**config.mk**
```make
export PLATFORM = sky130hd
export DESIGN_NAME = stack_arbiter_flat
export DESIGN_NICKNAME = d
export VERILOG_FILES = /design/src/rtl/stack_arbiter_if.sv /design/src/rtl/stack_arbiter.sv /design/src/flat_wrapper.sv
export SDC_FILE = /design/constraint.sdc
export NUM_CORES = 1
export LEC_CHECK = 0
export BUFFER_PORTS_ARGS = -buffer_cell sky130_fd_sc_hd__buf_4
export CAP_MARGIN = 10
export CORE_UTILIZATION = 50
export CTS_CLUSTER_SIZE = 30
export DETAILED_ROUTE_END_ITERATION = 12
export MAX_ROUTING_LAYER = met4
export PLACE_DENSITY = 0.86
export SLEW_MARGIN = 10
export SYNTH_ARGS = -nofsm -noshare
export SYNTH_HDL_FRONTEND = slang
export SYNTH_SLANG_ARGS = --single-unit
```
**constraint.sdc**
```tcl
create_clock -name clk -period 3.8 [get_ports clk]
set_input_delay 0.57 -clock clk [delete_from_list [all_inputs] [get_ports clk]]
set_output_delay 0.57 -clock clk [all_outputs]
set_load 0.005 [all_outputs]
```
**src/rtl/stack_arbiter_if.sv**
```systemverilog
// Bundle of the two requester ports and the stack-side port of stack_arbiter.
// Handshake: a requester holds req (with op/wdata) high until it samples a one-cycle ack, and drops req on that edge.
interface stack_arbiter_if #(
    parameter int DATA_W = 32,
    parameter int SP_W   = 8
);
    logic              r0_req;
    logic [1:0]        r0_op;
    logic [DATA_W-1:0] r0_wdata;
    logic              r0_ack;
    logic [DATA_W-1:0] r0_rdata;
    logic              r0_err;

    logic              r1_req;
    logic [1:0]        r1_op;
    logic [DATA_W-1:0] r1_wdata;
    logic              r1_ack;
    logic [DATA_W-1:0] r1_rdata;
    logic              r1_err;

    logic              stk_enable;
    logic              stk_push;
    logic              stk_pop;
    logic [DATA_W-1:0] stk_data_in;
    logic [DATA_W-1:0] stk_data_out;
    logic              stk_empty;
    logic [SP_W-1:0]   stk_sp;

    logic              busy;
    logic [7:0]        err_cnt;

    // Arbiter side: serves both requesters and masters the stack.
    modport master (
        input  r0_req, r0_op, r0_wdata, r1_req, r1_op, r1_wdata,
        input  stk_data_out, stk_empty, stk_sp,
        output r0_ack, r0_rdata, r0_err, r1_ack, r1_rdata, r1_err,
        output stk_enable, stk_push, stk_pop, stk_data_in,
        output busy, err_cnt
    );

    // Environment side: the requesters plus the stack itself.
    modport slave (
        output r0_req, r0_op, r0_wdata, r1_req, r1_op, r1_wdata,
        output stk_data_out, stk_empty, stk_sp,
        input  r0_ack, r0_rdata, r0_err, r1_ack, r1_rdata, r1_err,
        input  stk_enable, stk_push, stk_pop, stk_data_in,
        input  busy, err_cnt
    );
endinterface

```
**src/rtl/stack_arbiter.sv**
```systemverilog
// Round-robin two-port sequencer for a hardware stack: IDLE grants, EXEC drives the stack, RESP acks.
// Overflow/underflow ops are rejected with err and counted in a saturating err_cnt.
module stack_arbiter #(
    parameter int DATA_W = 32,
    parameter int DEPTH  = 64,
    parameter int SP_W   = 8
) (
    input  logic             clk,
    input  logic             rst,
    stack_arbiter_if.master  bus,
    output logic [1:0]       fsm_state
);
    typedef enum logic [1:0] {
        IDLE = 2'd0,
        EXEC = 2'd1,
        RESP = 2'd2
    } state_t;

    localparam logic [1:0] OP_SPRD = 2'd0;
    localparam logic [1:0] OP_PUSH = 2'd1;
    localparam logic [1:0] OP_POP  = 2'd2;
    localparam logic [1:0] OP_PEEK = 2'd3;

    state_t            state;
    state_t            state_nxt;
    logic              last_grant;
    logic              gnt;
    logic [1:0]        op_q;
    logic [DATA_W-1:0] wdata_q;
    logic [DATA_W-1:0] rdata_q;
    logic              err_q;
    logic [7:0]        err_cnt_q;

    logic              grant_now;
    logic              grant_sel;
    logic              exec_err;
    logic [DATA_W-1:0] exec_rdata;

    always_ff @(posedge clk) begin
        if (!rst) begin
            state <= IDLE;
        end else begin
            state <= state_nxt;
        end
    end

    always_comb begin
        state_nxt       = state;
        grant_now       = 1'b0;
        grant_sel       = 1'b0;
        exec_err        = 1'b0;
        exec_rdata      = '0;
        bus.stk_enable  = 1'b0;
        bus.stk_push    = 1'b0;
        bus.stk_pop     = 1'b0;
        bus.stk_data_in = '0;
        case (state)
            IDLE: begin
                if (bus.r0_req || bus.r1_req) begin
                    grant_now = 1'b1;
                    // On a tie the port that did not win last time goes first.
                    if (bus.r0_req && bus.r1_req) grant_sel = ~last_grant;
                    else                          grant_sel = bus.r1_req;
                    state_nxt = EXEC;
                end
            end
            EXEC: begin
                state_nxt = RESP;
                case (op_q)
                    OP_PUSH: begin
                        if (bus.stk_sp >= SP_W'(DEPTH)) begin
                            exec_err = 1'b1;
                        end else begin
                            bus.stk_enable  = 1'b1;
                            bus.stk_push    = 1'b1;
                            bus.stk_data_in = wdata_q;
                        end
                    end
                    OP_POP: begin
                        if (bus.stk_empty) begin
                            exec_err = 1'b1;
                        end else begin
                            exec_rdata     = bus.stk_data_out;
                            bus.stk_enable = 1'b1;
                            bus.stk_pop    = 1'b1;
                        end
                    end
                    OP_PEEK: begin
                        if (bus.stk_empty) exec_err   = 1'b1;
                        else               exec_rdata = bus.stk_data_out;
                    end
                    default: exec_rdata = DATA_W'(bus.stk_sp);
                endcase
            end
            RESP:    state_nxt = IDLE;
            default: state_nxt = IDLE;
        endcase
    end

    always_ff @(posedge clk) begin
        if (!rst) begin
            last_grant <= 1'b1;
            gnt        <= 1'b0;
            op_q       <= OP_SPRD;
            wdata_q    <= '0;
            rdata_q    <= '0;
            err_q      <= 1'b0;
            err_cnt_q  <= '0;
        end else begin
            if (grant_now) begin
                gnt        <= grant_sel;
                last_grant <= grant_sel;
                op_q       <= grant_sel ? bus.r1_op    : bus.r0_op;
                wdata_q    <= grant_sel ? bus.r1_wdata : bus.r0_wdata;
            end
            if (state == EXEC) begin
                rdata_q <= exec_rdata;
                err_q   <= exec_err;
            end
            if (state == RESP && err_q && err_cnt_q != 8'hFF) begin
                err_cnt_q <= err_cnt_q + 8'd1;
            end
        end
    end

    // Responses are gated by state so nothing leaks outside the granted port's RESP cycle.
    assign bus.r0_ack   = (state == RESP) && !gnt;
    assign bus.r1_ack   = (state == RESP) &&  gnt;
    assign bus.r0_rdata = bus.r0_ack ? rdata_q : '0;
    assign bus.r1_rdata = bus.r1_ack ? rdata_q : '0;
    assign bus.r0_err   = bus.r0_ack && err_q;
    assign bus.r1_err   = bus.r1_ack && err_q;
    assign bus.busy     = (state != IDLE);
    assign bus.err_cnt  = err_cnt_q;
    assign fsm_state    = state;
endmodule

```
**src/flat_wrapper.sv**
```systemverilog
// flat-port wrapper written by rule: the top's interface ports become plain ports
module stack_arbiter_flat 
#(
    parameter int DATA_W = 32,
    parameter int DEPTH  = 64,
    parameter int SP_W   = 8
)
  (clk, rst, fsm_state, bus_r0_req, bus_r0_op, bus_r0_wdata, bus_r1_req, bus_r1_op, bus_r1_wdata, bus_stk_data_out, bus_stk_empty, bus_stk_sp, bus_r0_ack, bus_r0_rdata, bus_r0_err, bus_r1_ack, bus_r1_rdata, bus_r1_err, bus_stk_enable, bus_stk_push, bus_stk_pop, bus_stk_data_in, bus_busy, bus_err_cnt);
  stack_arbiter_if #(.DATA_W(DATA_W), .SP_W(SP_W)) bus_i ();
  input  logic clk;
  input  logic rst;
  output logic [1:0] fsm_state;
  input wire logic [$bits(bus_i.r0_req)-1:0] bus_r0_req;
  input wire logic [$bits(bus_i.r0_op)-1:0] bus_r0_op;
  input wire logic [$bits(bus_i.r0_wdata)-1:0] bus_r0_wdata;
  input wire logic [$bits(bus_i.r1_req)-1:0] bus_r1_req;
  input wire logic [$bits(bus_i.r1_op)-1:0] bus_r1_op;
  input wire logic [$bits(bus_i.r1_wdata)-1:0] bus_r1_wdata;
  input wire logic [$bits(bus_i.stk_data_out)-1:0] bus_stk_data_out;
  input wire logic [$bits(bus_i.stk_empty)-1:0] bus_stk_empty;
  input wire logic [$bits(bus_i.stk_sp)-1:0] bus_stk_sp;
  output wire logic [$bits(bus_i.r0_ack)-1:0] bus_r0_ack;
  output wire logic [$bits(bus_i.r0_rdata)-1:0] bus_r0_rdata;
  output wire logic [$bits(bus_i.r0_err)-1:0] bus_r0_err;
  output wire logic [$bits(bus_i.r1_ack)-1:0] bus_r1_ack;
  output wire logic [$bits(bus_i.r1_rdata)-1:0] bus_r1_rdata;
  output wire logic [$bits(bus_i.r1_err)-1:0] bus_r1_err;
  output wire logic [$bits(bus_i.stk_enable)-1:0] bus_stk_enable;
  output wire logic [$bits(bus_i.stk_push)-1:0] bus_stk_push;
  output wire logic [$bits(bus_i.stk_pop)-1:0] bus_stk_pop;
  output wire logic [$bits(bus_i.stk_data_in)-1:0] bus_stk_data_in;
  output wire logic [$bits(bus_i.busy)-1:0] bus_busy;
  output wire logic [$bits(bus_i.err_cnt)-1:0] bus_err_cnt;
  assign bus_i.r0_req = bus_r0_req;
  assign bus_i.r0_op = bus_r0_op;
  assign bus_i.r0_wdata = bus_r0_wdata;
  assign bus_i.r1_req = bus_r1_req;
  assign bus_i.r1_op = bus_r1_op;
  assign bus_i.r1_wdata = bus_r1_wdata;
  assign bus_i.stk_data_out = bus_stk_data_out;
  assign bus_i.stk_empty = bus_stk_empty;
  assign bus_i.stk_sp = bus_stk_sp;
  assign bus_r0_ack = bus_i.r0_ack;
  assign bus_r0_rdata = bus_i.r0_rdata;
  assign bus_r0_err = bus_i.r0_err;
  assign bus_r1_ack = bus_i.r1_ack;
  assign bus_r1_rdata = bus_i.r1_rdata;
  assign bus_r1_err = bus_i.r1_err;
  assign bus_stk_enable = bus_i.stk_enable;
  assign bus_stk_push = bus_i.stk_push;
  assign bus_stk_pop = bus_i.stk_pop;
  assign bus_stk_data_in = bus_i.stk_data_in;
  assign bus_busy = bus_i.busy;
  assign bus_err_cnt = bus_i.err_cnt;
  stack_arbiter #(.DATA_W(DATA_W), .DEPTH(DEPTH), .SP_W(SP_W)) u_core (.clk(clk), .rst(rst), .bus(bus_i), .fsm_state(fsm_state));
endmodule
```
==> reports/results.ini, run 1 <==
[run_status]
outcome=finished clean

[synthesis]
synth_nets=639
yosys_warnings=0
synth_common_cells=and2_1 (98), dfxtp_1 (79), a21oi_1 (37), inv_1 (37)
synthCells=521
synth_edf_count=0
synth_seq_cells=79
synth_area_leaders=dfxtp_1 (35%), and2_1 (13%), o32ai_2 (10%)
synthDistinctLibCells=42
yosysTopAreaCell=dfxtp_1
syn_area_per_cell_um2=8.72
synth_most_common_cell=and2_1
netlist_area_um2=4540
post-synth-top-area-fraction_pct=34.8
synth-seq-area-share_pct=34.8
synthFlopType=dfxtp_1
async_flop_share_pct=0

[timing]
finalHoldViolCount=0
fin_setup_tns_ns=0
min_period_ns=2.63
max_slew_margin_pct=19.2
finalCritPeriodShare_pct=69.3
fmax_mhz=380
drv_slew=0
hold_ws_ns=0.460
clock_skew_ns=0.00928
rsz0062_at_grt=false
setup_violations=0
max_slew.worst_pin.slew_ns=1.21

[critical_path]
path_cells=and3b_1 > and2_1 > buf_4
critPathCapture=bus_r1_rdata[15]
crit_slowest_cell=and3b_1
path_max_fanout=33
start_kind=flip-flop
worstPathArrival_ns=2.06
reg2reg_from=u_core.op_q[0]
timing.reg2reg.setup_slack_ns=1.73
reg2reg_depth=6
path_delay_family=simple AND/OR/NAND/NOR gates
cp-end-kind=output port
crit_required_ns=3.23
crit_cells=3
cp_slowest_stage_delay_ns=0.80
startpoint=u_core.fsm_state[1]
r2r-end=u_core.rdata_q[4]
path_class=flip-flop to output port
cp_num_buf_inv=1

[placed_design]
place_hpwl_mm=9.42
place.gp.congestion=0.852
io_buffers=226

[finish]
area_growth_syn_to_layout_pct=40.3
drive_gt1_share_pct=40.1
nets=831
diodes=0
fillCellCount=654

[power_and_ir_drop]
p_seq_share_pct=46.6
power-per-cell-area_nw_per_um2=305
power_frac_clock_pct=33.6
internal_power_mw=1.41
power.leakage_nw=2.87
vdd_drop_max_mv=0.208
total_power_mw=1.94
p_sw_uw=527
power_switching_share_pct=27.1
combPwrFrac_pct=19.9

[cts]
clock_sinks=79
cts_resized=0
holdBufCountCts=0
cts_buffer_depth=2
cts_tree=built
path_clk_slew_ns=0.08
cts_buffers=9
post-cts-setup-buffers=0
htreeDepth=3
cts_root_buf=clkbuf_8
insertion_delay_ns=0.33

[min_path]
hold_path_class=flip-flop to flip-flop
min_from=u_core.wdata_q[1]

[floorplan]
die_w_um=97.3
num_rows=34
core_um2=8760
dieHeight_um=97.3
start_util_pct=51.8
pin_count=227
dieArea_um2=9470

[routing]
drt_iter0_markers=140
drc=0
avgViaCountPerCell=5.70
vias=4698
post_drt_wl_per_cell_um=16.5
dr.pass1.iters=4
drt-total-wl_mm=13.6
drtAntennaViolNets=0

[global_routing]
grt_max_degree=38
track_usage_pct=28.6
grt_pass1_vias=4448
grt_pass1_wl_mm=21.7
antenna_found_initial=0
grt-ovfl-total=0

[run]
drv_cap=0

worst register-to-register path: cells and delay by family (launching register included):
family                     cells  cell delay [ns]
AOI/OAI and AO/OA              1             0.16
and+or+nand+nor                2             0.66
DFF                            1             0.36
buffers and inverters          2             0.46
adders and majority gates      1             0.35
through the flow:
step	cell area (um2)	setup slack (ns)	utilization (%)	cells
floorplan	4540	1.78	-	521
global placement	6170	1.43	70.4	810
detailed placement	6170	1.34	70.4	810
CTS	6370	1.12	72.7	824
global route	6370	0.952	72.7	824
finish	6370	1.17	72.7	824
routing by layer:
metal / global-route usage (%) / wire length (um)
met5: - / 0
met4: 11.7 / 384
met3: 4.60 / 833
met2: 49.7 / 6930
met1: 33.0 / 5420
worst min path at each step:
stage	endpoint	slack [ns]	cells past startpoint
after CTS	u_core.wdata_q[1]	0.46	2
final	u_core.wdata_q[1]	0.46	2
after floorplan	u_core.wdata_q[0]	0.43	2
after global routing	u_core.rdata_q[10]	0.48	3
after global placement	u_core.wdata_q[1]	0.44	2
after detailed placement	u_core.wdata_q[1]	0.45	2
cell families after synthesis:
family | count (synthesis) | share of synthesized area [%]
adder cells (fa/ha/maj) | 5 | 1.38
AO/OA/AOI/OAI | 153 | 29.5
flip-flops | 79 | 34.8
multiplexers | 6 | 1.32
buffers and inverters | 90 | 9.20
AND/OR/NAND/NOR | 188 | 23.8
registers in the layout, indices dropped and copies added (netlist names):
name,count
u_core.bus.err_cnt,8
u_core.err_q,1
u_core.fsm_state,2
u_core.gnt,1
u_core.last_grant,1
u_core.op_q,2
u_core.rdata_q,32
u_core.wdata_q,32
cell type report:
class	instances	area, um2	share of cell area [%]
Multi-Input combinational cell	352	2560	40.2
Clock buffer	9	124	1.94
Inverter	37	139	2.18
Timing Repair Buffer	234	1760	27.6
Clock inverter	5	75.1	1.18
Sequential cell	79	1580	24.8
Tap cell	108	135	2.12
power by group through the flow:
stage                     Combinational, mW  Sequential, mW  Clock, mW
after floorplan                       0.250           0.909          0
after global placement                0.372           0.921          0
after detailed placement              0.387           0.921          0
after CTS                             0.387           0.903      0.661
after global routing                  0.417           0.911      0.702
final                                 0.386           0.904      0.651
cell usage in the layout (no fill, tap or decap), types with 19 or more instances in the layout:
master	Yosys	final
a22oi_1	35	35
o32ai_2	29	29
a32oi_1	23	23
inv_1	37	37
nand2_1	19	19
a21oi_1	37	37
buf_4	1	234
and2_1	98	98
dfxtp_1	79	79
nor2_1	28	28
nand3_1	22	22
(Power assumes the default switching activity.)
==> run 2, diff against run 1 <==
--- a/config.mk
+++ b/config.mk
@@ -5,13 +5,14 @@
 export SDC_FILE = /design/constraint.sdc
 export NUM_CORES = 1
 export LEC_CHECK = 0
+export ABC_AREA = 1
 export BUFFER_PORTS_ARGS = -buffer_cell sky130_fd_sc_hd__buf_4
 export CAP_MARGIN = 10
-export CORE_UTILIZATION = 50
+export CORE_UTILIZATION = 44
 export CTS_CLUSTER_SIZE = 30
 export DETAILED_ROUTE_END_ITERATION = 12
 export MAX_ROUTING_LAYER = met4
-export PLACE_DENSITY = 0.86
+export PLACE_DENSITY = 0.81
 export SLEW_MARGIN = 10
 export SYNTH_ARGS = -nofsm -noshare
 export SYNTH_HDL_FRONTEND = slang
==> constraint.sdc (replaced) <==
create_clock -name clk -period 2.7 [get_ports clk]
set_input_delay 0.405 -clock clk [delete_from_list [all_inputs] [get_ports clk]]
set_output_delay 0.405 -clock clk [all_outputs]
set_load 0.005 [all_outputs]
==> reports/results.ini, run 2 <==
[timing]
fin_setup_tns_ns=0
finalHoldViolCount=0
fmax_mhz=436
final.setup.worst_slack_ns=0.408
finalCritPeriodShare_pct=84.9
max_slew.worst_pin.slew_ns=0.865
clock_skew_ns=0.0118
setup_violations=0
rsz0062_at_grt=false
max_slew_margin_pct=42.3
drv_slew=0
min_period_ns=2.29

[floorplan]
pin_count=227
dieHeight_um=96.1
num_rows=33
core_um2=8380
die_w_um=96.1
start_util_pct=46.4
dieArea_um2=9230

[critical_path]
start_kind=flip-flop
cp-end-kind=output port
crit_required_ns=2.30
worstPathArrival_ns=1.89
path_max_fanout=32
path_class=flip-flop to output port
crit_slowest_cell=inv_2
path_cells=inv_1 > ha_1 > nand2_1 > nor2_4 > inv_2 > nor2_1 > buf_4
cp_slowest_stage_delay_ns=0.41
timing.reg2reg.setup_slack_ns=0.94

[power_and_ir_drop]
power.leakage_nw=2.57
vdd_drop_max_mv=0.303
power-per-cell-area_nw_per_um2=449
total_power_mw=2.61

[cts]
holdBufCountCts=0
cts_tree=built
cts_root_buf=clkbuf_8
post-cts-setup-buffers=0
htreeDepth=3
cts_buffer_depth=2
cts_resized=0
clock_sinks=79
cts_buffers=9
insertion_delay_ns=0.35
path_clk_slew_ns=0.09

[finish]
nets=918
fin_area_um2=5800
fillCellCount=708
seqCellArea_um2=1580
diodes=0
area_growth_syn_to_layout_pct=49.1
multi_input_area_um2=1830
drive_gt1_share_pct=32.2
final_common_cell=buf_4
final_cell_mix=buf_4 (233), nor2_1 (125), nand2_1 (87)

[min_path]
hold_path_class=input port to flip-flop

[synthesis]
synth_nets=712
netlist_area_um2=3890
synth.area.mux_share_pct=0
synth_top_family_by_area=simple AND/OR/NAND/NOR gates
syn_area_per_cell_um2=6.55
synthCells=594
synthFlopType=dfxtp_1
synth-seq-area-share_pct=40.6
synth_most_common_cell=nor2_1
synth_area_leaders=dfxtp_1 (41%), nor2_1 (12%), a21oi_1 (9.3%)
synthXorXnorAreaFrac_pct=0.675
synthAdderAreaFrac_pct=1.61
yosysTopAreaCell=dfxtp_1
yosys.area_share.simple_pct=23.1
synthDistinctLibCells=24
synth_common_cells=nor2_1 (125), nand2_1 (87), inv_1 (81), dfxtp_1 (79), a21oi_1 (72)
yosys_warnings=0
async_flop_share_pct=0
synth_seq_cells=79
post-synth-top-area-fraction_pct=40.6
synth_edf_count=0
synth_compound_area_share_pct=21.3

[placed_design]
placed_cell_area_um2=5610
place_hpwl_mm=8.85
dpl_worst_slack_ns=0.800
io_buffers=226
place.gp.congestion=0.821

[routing]
avgViaCountPerCell=4.88
dr.pass1.iters=4
drc=0
drt-total-wl_mm=11.7
post_drt_wl_per_cell_um=12.9
drt_iter0_markers=160
drtAntennaViolNets=0
vias=4444

[global_routing]
antenna_found_initial=0
grt_max_degree=55
grt_pass1_wl_mm=18.0
grt_pass1_vias=3934
grt-ovfl-total=0
track_usage_pct=26.0

[run_status]
outcome=finished clean

[run]
drv_cap=0

-- run 2: cell types whose count changed after synthesis, sizes merged, moves of 5 or more --
cell    delta
o22ai     +34
nand2     +69
a32oi     -23
inv       +49
o21ai     +35
clkbuf    -17
a22oi     -35
nand2b     -5
mux2i      -6
a21oi     +35
o32ai     -34
nor2     +101
and2      -98
nand3     -14
-- run 2: final timing paths --
| check | startpoint | to | depth (start not counted) |
|---|---|---|---|
| max | u_core.op_q[1] | bus_stk_data_in[29] | 7 |
| min | bus_stk_data_out[30] | u_core.rdata_q[30] | 3 |
| max reg2reg | u_core.op_q[0] | u_core.rdata_q[28] | 8 |
| min reg2reg | u_core.rdata_q[11] | u_core.rdata_q[11] | 2 |
-- run 2: layout make-up --
cell class | count | share of cell area [%]
Multi-Input combinational cell | 391 | 31.5
Timing Repair Buffer | 233 | 30.1
Sequential cell | 79 | 27.3
Inverter | 86 | 5.56
Tap cell | 105 | 2.26
Clock buffer | 10 | 2.20
Clock inverter | 6 | 1.06
-- run 2: logic make-up after synthesis --
family | after synthesis
AOI/OAI and AO/OA | 155
adders and majority gates | 5
DFF | 79
buffers and inverters | 124
xor gates and xnor gates | 3
and+or+nand+nor | 228
-- run 2: layer usage --
metal / GRT usage (%) / routed length [um] / vias to the layer above
li1: - / - / 2293
met1: 30.0 / 4800 / 1953
met2: 45.5 / 5900 / 181
met3: 4.50 / 850 / 17
met4: 8.71 / 204 / 0
met5: - / 0 / -
-- run 2: worst max-delay path, delay by kind of cell (launching register included) --
kind	cells	cell delay, ns
fa+ha+maj	1	0.21
buf+inv	3	0.65
flops	1	0.39
simple gates	3	0.28
-- run 2: metrics by stage --
stage | utilization, % | cells | hold slack, ns
detailed placement | 67.0 | 894 | 0.456
floorplan | - | 594 | 0.429
global route | 69.2 | 910 | 0.288
global placement | 67.0 | 894 | 0.453
CTS | 69.2 | 910 | 0.300
finish | 69.2 | 910 | 0.308
-- run 2: where the power goes --
part / internal, mW / switching, mW
Combinational: 0.211 / 0.255
Clock: 0.425 / 0.431
Sequential: 1.24 / 0.0409
